File: config.mk
export PLATFORM = sky130hd
export DESIGN_NAME = viol_fifo
export DESIGN_NICKNAME = d
export VERILOG_FILES = /design/src/rtl/viol_fifo.sv
export SDC_FILE = /design/constraint.sdc
export NUM_CORES = 1
export LEC_CHECK = 0
export BUFFER_PORTS_ARGS = -buffer_cell sky130_fd_sc_hd__buf_2
export CAP_MARGIN = 5
export CORE_ASPECT_RATIO = 0.75
export CORE_MARGIN = 5
export CORE_UTILIZATION = 25
export DETAILED_ROUTE_END_ITERATION = 10
export PLACE_DENSITY_LB_ADDON = 0.2
export RECOVER_POWER = 25
export REMOVE_ABC_BUFFERS = 1
export SLEW_MARGIN = 10
export SYNTH_ARGS = -nofsm -noshare
export SYNTH_HDL_FRONTEND = slang
export SYNTH_SLANG_ARGS = --single-unit
export TNS_END_PERCENT = 100
File: constraint.sdc
create_clock -name clk_i -period 1.8 [get_ports clk_i]
set_clock_uncertainty 0.05 [all_clocks]
set_input_delay 0.54 -clock clk_i [delete_from_list [all_inputs] [get_ports clk_i]]
set_output_delay 0.54 -clock clk_i [all_outputs]
set_load 0.02 [all_outputs]
File: src/rtl/viol_fifo.sv
// Synchronous FIFO holding violation records.
// Ports:
//   clk_i, rst_i    clock, synchronous active-high reset
//   push_i, wdata_i write request and data (ignored when full unless popping)
//   pop_i           read request (ignored when empty)
//   rdata_o         head record, driven from the storage flops
//   full_o, empty_o occupancy flags
// Depth must be a power of two and at least 2.
module viol_fifo #(
  parameter int unsigned Width = 8,
  parameter int unsigned Depth = 4
) (
  input  logic             clk_i,
  input  logic             rst_i,
  input  logic             push_i,
  input  logic [Width-1:0] wdata_i,
  input  logic             pop_i,
  output logic [Width-1:0] rdata_o,
  output logic             full_o,
  output logic             empty_o
);

  localparam int unsigned AddrW = $clog2(Depth);

  // Pointers carry one extra wrap bit to tell full from empty.
  logic [AddrW:0]   wptr_q, wptr_d, rptr_q, rptr_d;
  logic [Width-1:0] mem_q [Depth];
  logic [Width-1:0] mem_d [Depth];
  logic             do_push, do_pop;

  assign empty_o = (wptr_q == rptr_q);
  assign full_o  = (wptr_q[AddrW] != rptr_q[AddrW]) &&
                   (wptr_q[AddrW-1:0] == rptr_q[AddrW-1:0]);
  assign do_pop  = pop_i & ~empty_o;
  // A push into a full FIFO is accepted when the head leaves on the same edge.
  assign do_push = push_i & (~full_o | do_pop);
  assign rdata_o = mem_q[rptr_q[AddrW-1:0]];

  always_comb begin
    mem_d  = mem_q;
    wptr_d = wptr_q;
    rptr_d = rptr_q;
    if (do_push) begin
      mem_d[wptr_q[AddrW-1:0]] = wdata_i;
      wptr_d = wptr_q + (AddrW + 1)'(1);
    end
    if (do_pop) begin
      rptr_d = rptr_q + (AddrW + 1)'(1);
    end
  end

  always_ff @(posedge clk_i) begin
    if (rst_i) begin
      wptr_q <= '0;
      rptr_q <= '0;
      for (int i = 0; i < Depth; i++) begin
        mem_q[i] <= '0;
      end
    end else begin
      wptr_q <= wptr_d;
      rptr_q <= rptr_d;
      mem_q  <= mem_d;
    end
  end

endmodule

==> metrics.md, run 1 <==
| Metric | Value |
|---|---|
| Status | `finished with violations` |
| Failing checks | `negative setup slack` |
| Synth area leader | `dfxtp_1` |
| Pin count of the biggest net entering global routing | `26` |
| Power consumption | `2.15 mW` |
| Total Routing Usage GR | `8.59%` |
| CTS H-tree lvls | `2` |
| Setup TNS | `-2190 ps` |
| Worst hold path cell count | `2` |
| Via count | `1252` |
| Worst-path cell chain | `buf_12 -> mux4_2 -> buf_6` |
| Synth Area in Simple Gates | `19.1%` |
| Number of synthesized flops with an enable pin | `0` |
| Worst Tran Pin Value | `435 ps` |
| Num ports | `22` |
| Number of fillers in the final layout | `781` |
| CP Launch Point | `rptr_q[0]$_SDFFE_PP0P_` |
| Die Ht | `85.4 µm` |
| Post-route cell area | `2380 µm²` |
| Slew Viols, Final | `0` |
| R2r setup slk | `10 ps` |
| Final hold violations | `0` |
| Synthesis-stage register bit count | `38` |
| Worst EP required | `roughly 1200 ps` |
| Initial core utilization | `25.8%` |
| Post-route ant nets | `0` |
| GP Congestion | `0.736` |
| CTS Hold Bufs | `0` |
| Root buffer cell | `clkbuf_8` |
| Count leader, synth | `dfxtp_1` |
| Adder-cell share of the synthesized area | `3.30%` |
| Cell Pwr Density | `roughly 900 nW/µm²` |
| Full die area | `9450 µm²` |
| Site row count | `27` |
| R2R Path Start | `rptr_q[0]$_SDFFE_PP0P_` |
| Routed WL per cell | `13.1 µm` |
| RSZ-0062 raised after global routing | `yes` |
| Worst r2r dst | `mem_q[16]$_SDFFE_PP0P_` |
| Hold crit path type | `register to register` |
| Synth Area in XOR/XNOR | `between 5 and 6%` |
| Leak | `between 1 and 1.5 nW` |
| Synthesized area per cell | `11.8 µm²` |
| Buffers on Ports | `21` |
| Num CTS Buffers | `5` |
| Number of DRC markers in iteration 0 | `59` |
| Reg2Reg Depth | `7` |
| Post-synthesis mux area share | `23.2%` |
| Final setup viols | `10` |
| Die X | `111 µm` |
| Ys Warns | `0` |
| Yosys top cell area share | `40.1%` |
| Synth async-reset ratio | `0%` |
| Max IR drop VDD | `roughly 0.00034 V` |
| Mapped cell area | `1900 µm²` |
| Crit-path max cell delay | `520 ps` |
| Fin worst setup slack | `-245 ps` |
| Fraction of layout cells with a size suffix above 1 | `31.8%` |
| CP Launch Type | `register` |
| Post-DR vias/cell | `approximately 4.2` |
| CTS tree | `built` |
| Largest family of logic cells by synthesized area | `multiplexers` |
| First-pass GRT wire length | `6460 µm` |
| DP Area | `2200 µm²` |
| Max-Cap Viols | `0` |
| Core area | `7360 µm²` |
| ANT cells | `0` |
| Slowest stage cell, crit path | `mux4_2` |
| Compound-cell area share of the yosys netlist | `5.01%` |
| GRT Residual Overflow | `0` |
| Final min period | `2050 ps` |
| Worst-path fanout max | `6` |
| Area contributors post-synth | `dfxtp_1 40%, mux2i_1 14%, nand2b_1 11%, mux4_2 9.5%, ha_1 3.3%` |
| Initial antenna violation count | `0` |
| Final WL | `3900 µm` |
| Ys flop type | `dfxtp_1` |
| CTS Sinks | `38` |
| Critical path type | `register to primary output` |
| Post-place setup slack | `-26.5 ps` |
| Area delta synth->final | `25.5%` |
| Buffer depth of the longest clock path | `2` |
| Worst-path clk slew | `70 ps` |
| FMAX | `489 MHz` |
| Tcrit/Tclk final | `114%` |
| Max_slew headroom | `70.6%` |
| Drt pass-1 iters | `4` |
| Termination of the worst setup path | `rdata_o[2]` |
| Syn Inst Count | `roughly 160` |
| CP Data Arrival Time | `1460 ps` |
| Hold WS | `424 ps` |
| DRC violations left | `0` |
| Yosys cell types | `24` |
| Sequential element share of the synthesized area | `40.1%` |
| Vias in the first global route | `1242` |
| Commonest cells post-synth | `38 x dfxtp_1, 32 x nand2b_1, 26 x mux2i_1` |
| Layout Nets | `216` |
| Clock Latency Late Sink | `about 280 ps` |
| Critical path capture point type | `primary output` |
| Post-DP HPWL | `2780 µm` |
[kinds of logic (layout without fill, tap and decap cells)]
kind of cell / after synthesis / count (layout)
flip-flops: 38 / 38
AO/OA/AOI/OAI: 12 / 12
buffers and inverters: 11 / 48
multiplexers: 34 / 34
AND/OR/NAND/NOR: 53 / 53
adder cells (fa/ha/maj): 5 / 5
XOR/XNOR: 8 / 8
[how the worst min path moves through the flow]
stage	start	to	slack, ps
after floorplan	mem_q[10]$_SDFFE_PP0P_	mem_q[10]$_SDFFE_PP0P_	400
after global placement	mem_q[8]$_SDFFE_PP0P_	mem_q[8]$_SDFFE_PP0P_	410
after detailed placement	mem_q[13]$_SDFFE_PP0P_	mem_q[13]$_SDFFE_PP0P_	420
after CTS	mem_q[14]$_SDFFE_PP0P_	mem_q[14]$_SDFFE_PP0P_	430
after global routing	mem_q[23]$_SDFFE_PP0P_	mem_q[23]$_SDFFE_PP0P_	450
final	mem_q[14]$_SDFFE_PP0P_	mem_q[14]$_SDFFE_PP0P_	420
[cells in the final DEF (no fill, tap or decap), types with 3 or more instances in the layout]
| cell | synthesis | routed |
|---|---|---|
| nand2_8 | 3 | 3 |
| xor2_1 | 4 | 4 |
| nand3b_1 | 8 | 8 |
| ha_1 | 5 | 5 |
| mux4_2 | 8 | 8 |
| buf_2 | 0 | 11 |
| nor2_1 | 8 | 7 |
| dfxtp_1 | 38 | 36 |
| clkbuf_8 | 0 | 6 |
| nand2b_1 | 32 | 32 |
| o21ai_0 | 6 | 6 |
| buf_4 | 2 | 16 |
| buf_6 | 4 | 10 |
| mux2i_1 | 26 | 26 |
[layer usage]
layer | vias up | part of all wire (%) | global-route usage [%]
li1 | 631 | - | -
met1 | 590 | 52 | 12.5
met2 | 26 | 42 | 12.1
met3 | 5 | 5.4 | 3.28
met4 | 0 | 0.51 | 1.68
met5 | - | 0 | 0
[stage by stage]
| step | cells | utilization [%] |
|---|---|---|
| floorplan | 152 | - |
| global placement | 290 | 29.9 |
| detailed placement | 290 | 29.9 |
| CTS | 297 | 32.0 |
| global route | 299 | 32.3 |
| finish | 299 | 32.3 |
[layout make-up]
class                           instances  area, µm²  share of cell area (%)
Inverter                                2       7.51                   0.315
Sequential cell                        38        766                    32.2
Tap cell                              101        126                    5.31
Timing Repair Buffer                   40        332                    13.9
Clock buffer                            6       82.6                    3.47
Multi-Input combinational cell        112       1070                    44.8
[sequential cells by signal, indices dropped and copies added, names as in the netlist]
name and count:
rptr_q 3, wptr_q 3, mem_q 32
[where the power goes]
group / switching, mW / internal [mW] / total (mW) / leakage [nW]
registers: 0.0372 / 0.891 / 0.928 / 0.310
clock network: 0.274 / 0.295 / 0.569 / 0.0431
logic: 0.300 / 0.356 / 0.655 / 0.669
total: 0.611 / 1.54 / 2.15 / 1.02
[timing repair]
item | CTS | global route
buffers inserted | 1 | 3
pin swaps | 3 | 3
gates resized for setup | 23 | 3
setup endpoints to repair | 24 | 21
[worst max-delay path, delay by kind of cell (launching register included)]
kind                   cells  cell delay (ps)
buffers and inverters      2              290
flip-flops                 1              370
multiplexers               1              520
Power figures use the tool's default switching activity.
==> run 2, diff against run 1 <==
--- a/config.mk
+++ b/config.mk
@@ -14,6 +14,7 @@
 export PLACE_DENSITY_LB_ADDON = 0.2
 export RECOVER_POWER = 25
 export REMOVE_ABC_BUFFERS = 1
+export SKIP_CTS_REPAIR_TIMING = 1
 export SLEW_MARGIN = 10
 export SYNTH_ARGS = -nofsm -noshare
 export SYNTH_HDL_FRONTEND = slang
==> metrics.md, run 2 (synthesis results as in run 1) <==
| Metric | Value |
|---|---|
| Worst-path fanout max | `6 (unchanged)` |
| Leak | `1.01 nW (-1.3%)` |
| CTS H-tree lvls | `2 (unchanged)` |
| Root buffer cell | `clkbuf_8` |
| R2r setup slk | `10 ps (about the same)` |
| GRT Residual Overflow | `0 (unchanged)` |
| Buffer depth of the longest clock path | `2 (unchanged)` |
| Buffers on Ports | `21 (unchanged)` |
| Max-Cap Viols | `0 (unchanged)` |
| First-pass GRT wire length | `6400 µm (-0.96%)` |
| Final setup viols | `10 (unchanged)` |
| Full die area | `9450 µm² (unchanged)` |
| Vias in the first global route | `1232 (-0.81%)` |
| CP Launch Point | `rptr_q[0]$_SDFFE_PP0P_` |
| Crit-path max cell delay | `520 ps (about the same)` |
| Area delta synth->final | `23.9%` |
| Drt pass-1 iters | `4 (unchanged)` |
| Initial antenna violation count | `0 (unchanged)` |
| Crit path buffers/inverters | `2 (unchanged)` |
| Top Registers | `mem_q: 32 flops, rptr_q: 3 flops, wptr_q: 3 flops` |
| Routed WL per cell | `12.8 µm (-1.6%)` |
| Max_slew headroom | `66.4% (-4.2 points)` |
| Clock Latency Late Sink | `280 ps (about the same)` |
| Via count | `1243 (-0.72%)` |
| Core area | `7360 µm² (unchanged)` |
| Most common cell after layout, fill and taps aside | `dfxtp_1` |
| Critical path capture point type | `primary output` |
| Worst-path clk slew | `70 ps (about the same)` |
| Worst-path cell chain | `buf_12 -> mux4_2 -> buf_6` |
| Num ports | `22 (unchanged)` |
| Pin count of the biggest net entering global routing | `26 (unchanged)` |
| CTS tree | `built` |
| Critical path type | `register to primary output` |
| Num CTS Buffers | `5 (unchanged)` |
| Tcrit/Tclk final | `113% (-0.36 points)` |
| Top delay family on crit path | `multiplexers` |
| Hold crit path type | `register to register` |
| Cell Pwr Density | `900 nW/µm² (-0.42%)` |
| Met1 usage | `12.4% (-0.043 points)` |
| Post-DP HPWL | `2780 µm (unchanged)` |
| CTS Sinks | `38 (unchanged)` |
| CP Launch Type | `register` |
| Most frequent cells in the layout | `37 x dfxtp_1, 32 x nand2b_1, 26 x mux2i_1` |
| Slew Viols, Final | `0 (unchanged)` |
| Final hold violations | `0 (unchanged)` |
| Number of DRC markers in iteration 0 | `65 (+10%)` |
| Final core utilization | `31.9% (-0.42 points)` |
| ANT cells | `0 (unchanged)` |
| Max FFs per register | `32 (unchanged)` |
| FMAX | `490 MHz (+0.32%)` |
| Grt peak-use layer | `met1` |
| Site row count | `27 (unchanged)` |
| Routing usage on met2 | `11.7% (-0.33 points)` |
| Worst r2r dst | `mem_q[16]$_SDFFE_PP0P_` |
| Final WL | `3820 µm (-2.2%)` |
| R2R Path Start | `rptr_q[0]$_SDFFE_PP0P_` |
| Setup TNS | `-2260 ps (-68.0 ps)` |
| Post-DR vias/cell | `4.19 (about the same)` |
| DRC violations left | `0 (unchanged)` |
| Final min period | `2040 ps (-6.46 ps)` |
| Post-route ant nets | `0 (unchanged)` |
| CP Data Arrival Time | `1450 ps (about the same)` |
| Die X | `111 µm (unchanged)` |
| Final Non-Filler Cells | `297 (-0.67%)` |
| Dpl cells | `290 (unchanged)` |
| Worst hold path cell count | `2 (unchanged)` |
| Reg2Reg Depth | `7 (unchanged)` |
| Fraction of layout cells with a size suffix above 1 | `30.6% (-1.2 points)` |
| Worst EP required | `1210 ps (about the same)` |
| Largest reg by FF count | `mem_q` |
| Hold EP | `mem_q[14]$_SDFFE_PP0P_` |
| Die Ht | `85.4 µm (unchanged)` |
| Worst hold start | `mem_q[14]$_SDFFE_PP0P_` |
| Failing checks | `negative setup slack` |
| Initial core utilization | `25.8% (unchanged)` |
| Slowest stage cell, crit path | `mux4_2` |
| Status | `finished with violations` |
| Fin worst setup slack | `-239 ps (+6.46 ps)` |
| Met3 usage | `3.42% (+0.14 points)` |
| Worst Tran Pin Value | `498 ps (+63.3 ps)` |
| RSZ-0062 raised after global routing | `yes` |
| GP Congestion | `0.736 (unchanged)` |
| Hold WS | `424 ps (+0.506 ps)` |
| Max IR drop VDD | `0.000341 V (-0.73%)` |
| Total Routing Usage GR | `8.52% (-0.075 points)` |
| Layout Nets | `214 (-0.93%)` |
| Number of fillers in the final layout | `783 (+0.26%)` |
run 2: cell types whose count changed in the layout (fill, tap and decap cells not counted), sizes merged:
| cell | delta |
|---|---|
| buf | -2 |
run 2: where the power goes:
part           total [mW]  switching, mW  leakage [nW]  internal, mW
combinational       0.621          0.283         0.656         0.337
clock               0.569          0.273        0.0431         0.295
sequential          0.926         0.0356         0.309         0.890
total                2.12          0.592          1.01          1.52
run 2: through the flow:
step | setup slack [ps] | instance area (µm²) | total power [mW]
3_5_place_dp | -26.5 | 2200 | 1.50
2_1_floorplan | -279 | 1830 | 1.27
6_report | -239 | 2350 | 2.12
3_3_place_gp | 3.02 | 2200 | 1.49
4_1_cts | -337 | 2280 | 2.07
5_1_grt | -315 | 2350 | 2.23
run 2: how the worst max path moves through the flow:
stage,to,slack [ps],cells after the start
finish,rdata_o[2],-240,3
global route,full_o,-320,5
CTS,rdata_o[2],-340,3
detailed placement,rdata_o[2],-30,3
global placement,rdata_o[6],3,3
floorplan,empty_o,-280,3
run 2: cell type report:
class / count / area [µm²] / area share [%]
inverter: 2 / 7.51 / 0.319
multi-input combinational: 112 / 1060 / 44.9
sequential: 38 / 764 / 32.5
timing repair buffer: 38 / 313 / 13.3
tap: 101 / 126 / 5.38
clock buffer: 6 / 82.6 / 3.51
run 2: worst min-delay path, stage by stage, from the launching register on:
cell	delay, ps
dfxtp_1	310
nand2b_1	60
mux2i_1	60
run 2: routing by layer:
layer	up-vias	wire length, µm
met3	5	189
met1	585	2020
met4	0	20
li1	628	-
met5	-	0
met2	25	1590
==> run 3, diff against run 2 <==
--- a/config.mk
+++ b/config.mk
@@ -9,7 +9,7 @@
 export CAP_MARGIN = 5
 export CORE_ASPECT_RATIO = 0.75
 export CORE_MARGIN = 5
-export CORE_UTILIZATION = 25
+export CORE_UTILIZATION = 45
 export DETAILED_ROUTE_END_ITERATION = 10
 export PLACE_DENSITY_LB_ADDON = 0.2
 export RECOVER_POWER = 25
==> metrics.md, run 3 (synthesis results as in run 1) <==
| Metric | Value |
|---|---|
| Top Registers | `mem_q: 32 flops, rptr_q: 3 flops, wptr_q: 3 flops` |
| Post-DP HPWL | `2660 µm (-4.3%)` |
| Hold crit path type | `register to register` |
| R2R Path Start | `rptr_q[0]$_SDFFE_PP0P_` |
| Die Ht | `66.2 µm (-22%)` |
| Power consumption | `2.10 mW (-0.50%)` |
| Buffer depth of the longest clock path | `2 (unchanged)` |
| DRC violations left | `0 (unchanged)` |
| Crit-path max cell delay | `500 ps (-20 ps)` |
| Hold EP | `mem_q[21]$_SDFFE_PP0P_` |
| Slowest stage cell, crit path | `mux4_2` |
| Reg2Reg Depth | `7 (unchanged)` |
| Die X | `85.0 µm (-23%)` |
| CTS H-tree lvls | `2 (unchanged)` |
| First-pass GRT wire length | `6440 µm (+0.75%)` |
| Final hold violations | `0 (unchanged)` |
| Final WL | `3650 µm (-4.3%)` |
| CP Launch Type | `register` |
| Via count | `1272 (+2.3%)` |
| Worst-path fanout max | `4 (-2)` |
| CP Data Arrival Time | `1460 ps (about the same)` |
| Worst r2r dst | `mem_q[24]$_SDFFE_PP0P_` |
| Max-Cap Viols | `0 (unchanged)` |
| Num CTS Buffers | `5 (unchanged)` |
| Vias in the first global route | `1343 (+9.0%)` |
| Max_slew headroom | `67.4% (+1.0 points)` |
| Final min period | `2050 ps (+14.0 ps)` |
| Most frequent cells in the layout | `36 x dfxtp_1, 32 x nand2b_1, 26 x mux2i_1` |
| Largest reg by FF count | `mem_q` |
| Final core utilization | `56.3% (+24 points)` |
| Final Non-Filler Cells | `249 (-16%)` |
| Most common cell after layout, fill and taps aside | `dfxtp_1` |
| Clock Latency Late Sink | `290 ps (about the same)` |
| Post-DR vias/cell | `5.11 (+22%)` |
| Max IR drop VDD | `0.000507 V (+49%)` |
| CTS tree | `built` |
| ANT cells | `0 (unchanged)` |
| Layout Nets | `210 (-1.9%)` |
| Worst hold path cell count | `2 (unchanged)` |
| R2r setup slk | `10 ps (about the same)` |
| Buffers on Ports | `21 (unchanged)` |
| Fin worst setup slack | `-253 ps (-14.0 ps)` |
| Number of DRC markers in iteration 0 | `41 (-37%)` |
| Max FFs per register | `32 (unchanged)` |
| Setup TNS | `-2170 ps (+88.4 ps)` |
| Worst Tran Pin Value | `483 ps (-15.1 ps)` |
| Hold WS | `427 ps (+3.13 ps)` |
| Initial antenna violation count | `0 (unchanged)` |
| GRT Residual Overflow | `0 (unchanged)` |
| Cell Pwr Density | `922 nW/µm² (+2.4%)` |
| Drt pass-1 iters | `4 (unchanged)` |
| Failing checks | `negative setup slack` |
| Pin count of the biggest net entering global routing | `32 (+23%)` |
| Critical path capture point type | `primary output` |
| FMAX | `487 MHz (-0.68%)` |
| Fraction of layout cells with a size suffix above 1 | `30.9% (+0.32 points)` |
| Root buffer cell | `clkbuf_8` |
| CTS Sinks | `38 (unchanged)` |
| Slew Viols, Final | `0 (unchanged)` |
| Worst-path clk slew | `70 ps (about the same)` |
| Worst hold start | `mem_q[21]$_SDFFE_PP0P_` |
| Worst EP required | `1210 ps (about the same)` |
| Dpl cells | `241 (-17%)` |
| Area delta synth->final | `20.3%` |
| Routed WL per cell | `14.7 µm (+14%)` |
| Post-route ant nets | `0 (unchanged)` |
| Site row count | `20 (-26%)` |
| Critical path type | `register to primary output` |
| Core area | `4050 µm² (-45%)` |
| Initial core utilization | `46.8% (+21 points)` |
| Worst-path cell chain | `buf_4 -> mux4_2 -> buf_2` |
| Full die area | `5630 µm² (-40%)` |
| Status | `finished with violations` |
| Num ports | `22 (unchanged)` |
| Final setup viols | `10 (unchanged)` |
| RSZ-0062 raised after global routing | `yes` |
| Total Routing Usage GR | `14.8% (+6.3 points)` |
| GP Congestion | `0.781 (+6.1%)` |
| Leak | `1.00 nW (-0.73%)` |
| Tcrit/Tclk final | `114% (+0.78 points)` |
## run 3: cell types whose count changed in the layout (fill, tap and decap cells not counted)
| cell | before | now |
|---|---|---|
| dfxtp_4 | 1 | 0 |
| clkinv_2 | 0 | 1 |
| buf_2 | 11 | 12 |
| nor2_1 | 7 | 6 |
| buf_4 | 15 | 10 |
| nor2_4 | 1 | 2 |
| buf_6 | 9 | 10 |
| dfxtp_2 | 0 | 2 |
| dfxtp_1 | 37 | 36 |
## run 3: worst max-delay path: cells and delay by family (launching register included)
family / cells / cell delay (ps)
buffers and inverters: 2 / 330
flip-flops: 1 / 350
multiplexers: 1 / 500
## run 3: metrics by stage
step / setup slack (ps) / area (µm²)
2_1_floorplan: -279 / 1830
3_3_place_gp: 30.3 / 2120
3_5_place_dp: 7.39 / 2120
4_1_cts: -312 / 2210
5_1_grt: -294 / 2280
6_report: -253 / 2280
## run 3: worst max path at each step
stage / start / end / slack [ps] / depth (start not counted)
3_5_place_dp: rptr_q[0]$_SDFFE_PP0P_ / rdata_o[4] / 7 / 3
2_1_floorplan: rptr_q[0]$_SDFFE_PP0P_ / empty_o / -280 / 3
4_1_cts: rptr_q[0]$_SDFFE_PP0P_ / rdata_o[4] / -310 / 3
3_3_place_gp: rptr_q[0]$_SDFFE_PP0P_ / rdata_o[4] / 30 / 3
5_1_grt: rptr_q[0]$_SDFFE_PP0P_ / rdata_o[7] / -290 / 3
6_report: rptr_q[0]$_SDFFE_PP0P_ / rdata_o[7] / -250 / 3
## run 3: layer usage
metal / track usage (%) / vias to the layer above / routed length (µm)
met5: 0 / - / 0
met4: 6.52 / 0 / 57
met3: 3.74 / 7 / 122
met2: 23.8 / 19 / 1750
met1: 18.7 / 622 / 1730
li1: - / 624 / -
## run 3: area by class of cell
cell class	count	area [µm²]
clock buffers	7	86.3
clock inverters	1	5.00
fillers	376	1770
inverters	2	7.51
multi-input cells	112	1060
flip-flops and latches	38	763
well taps	55	68.8
repair buffers	34	288
## run 3: power by group
part           internal (mW)  switching (mW)  total, mW  leakage (nW)
sequential             0.889          0.0325      0.921         0.310
clock                  0.309           0.288      0.597        0.0482
combinational          0.306           0.280      0.587         0.644
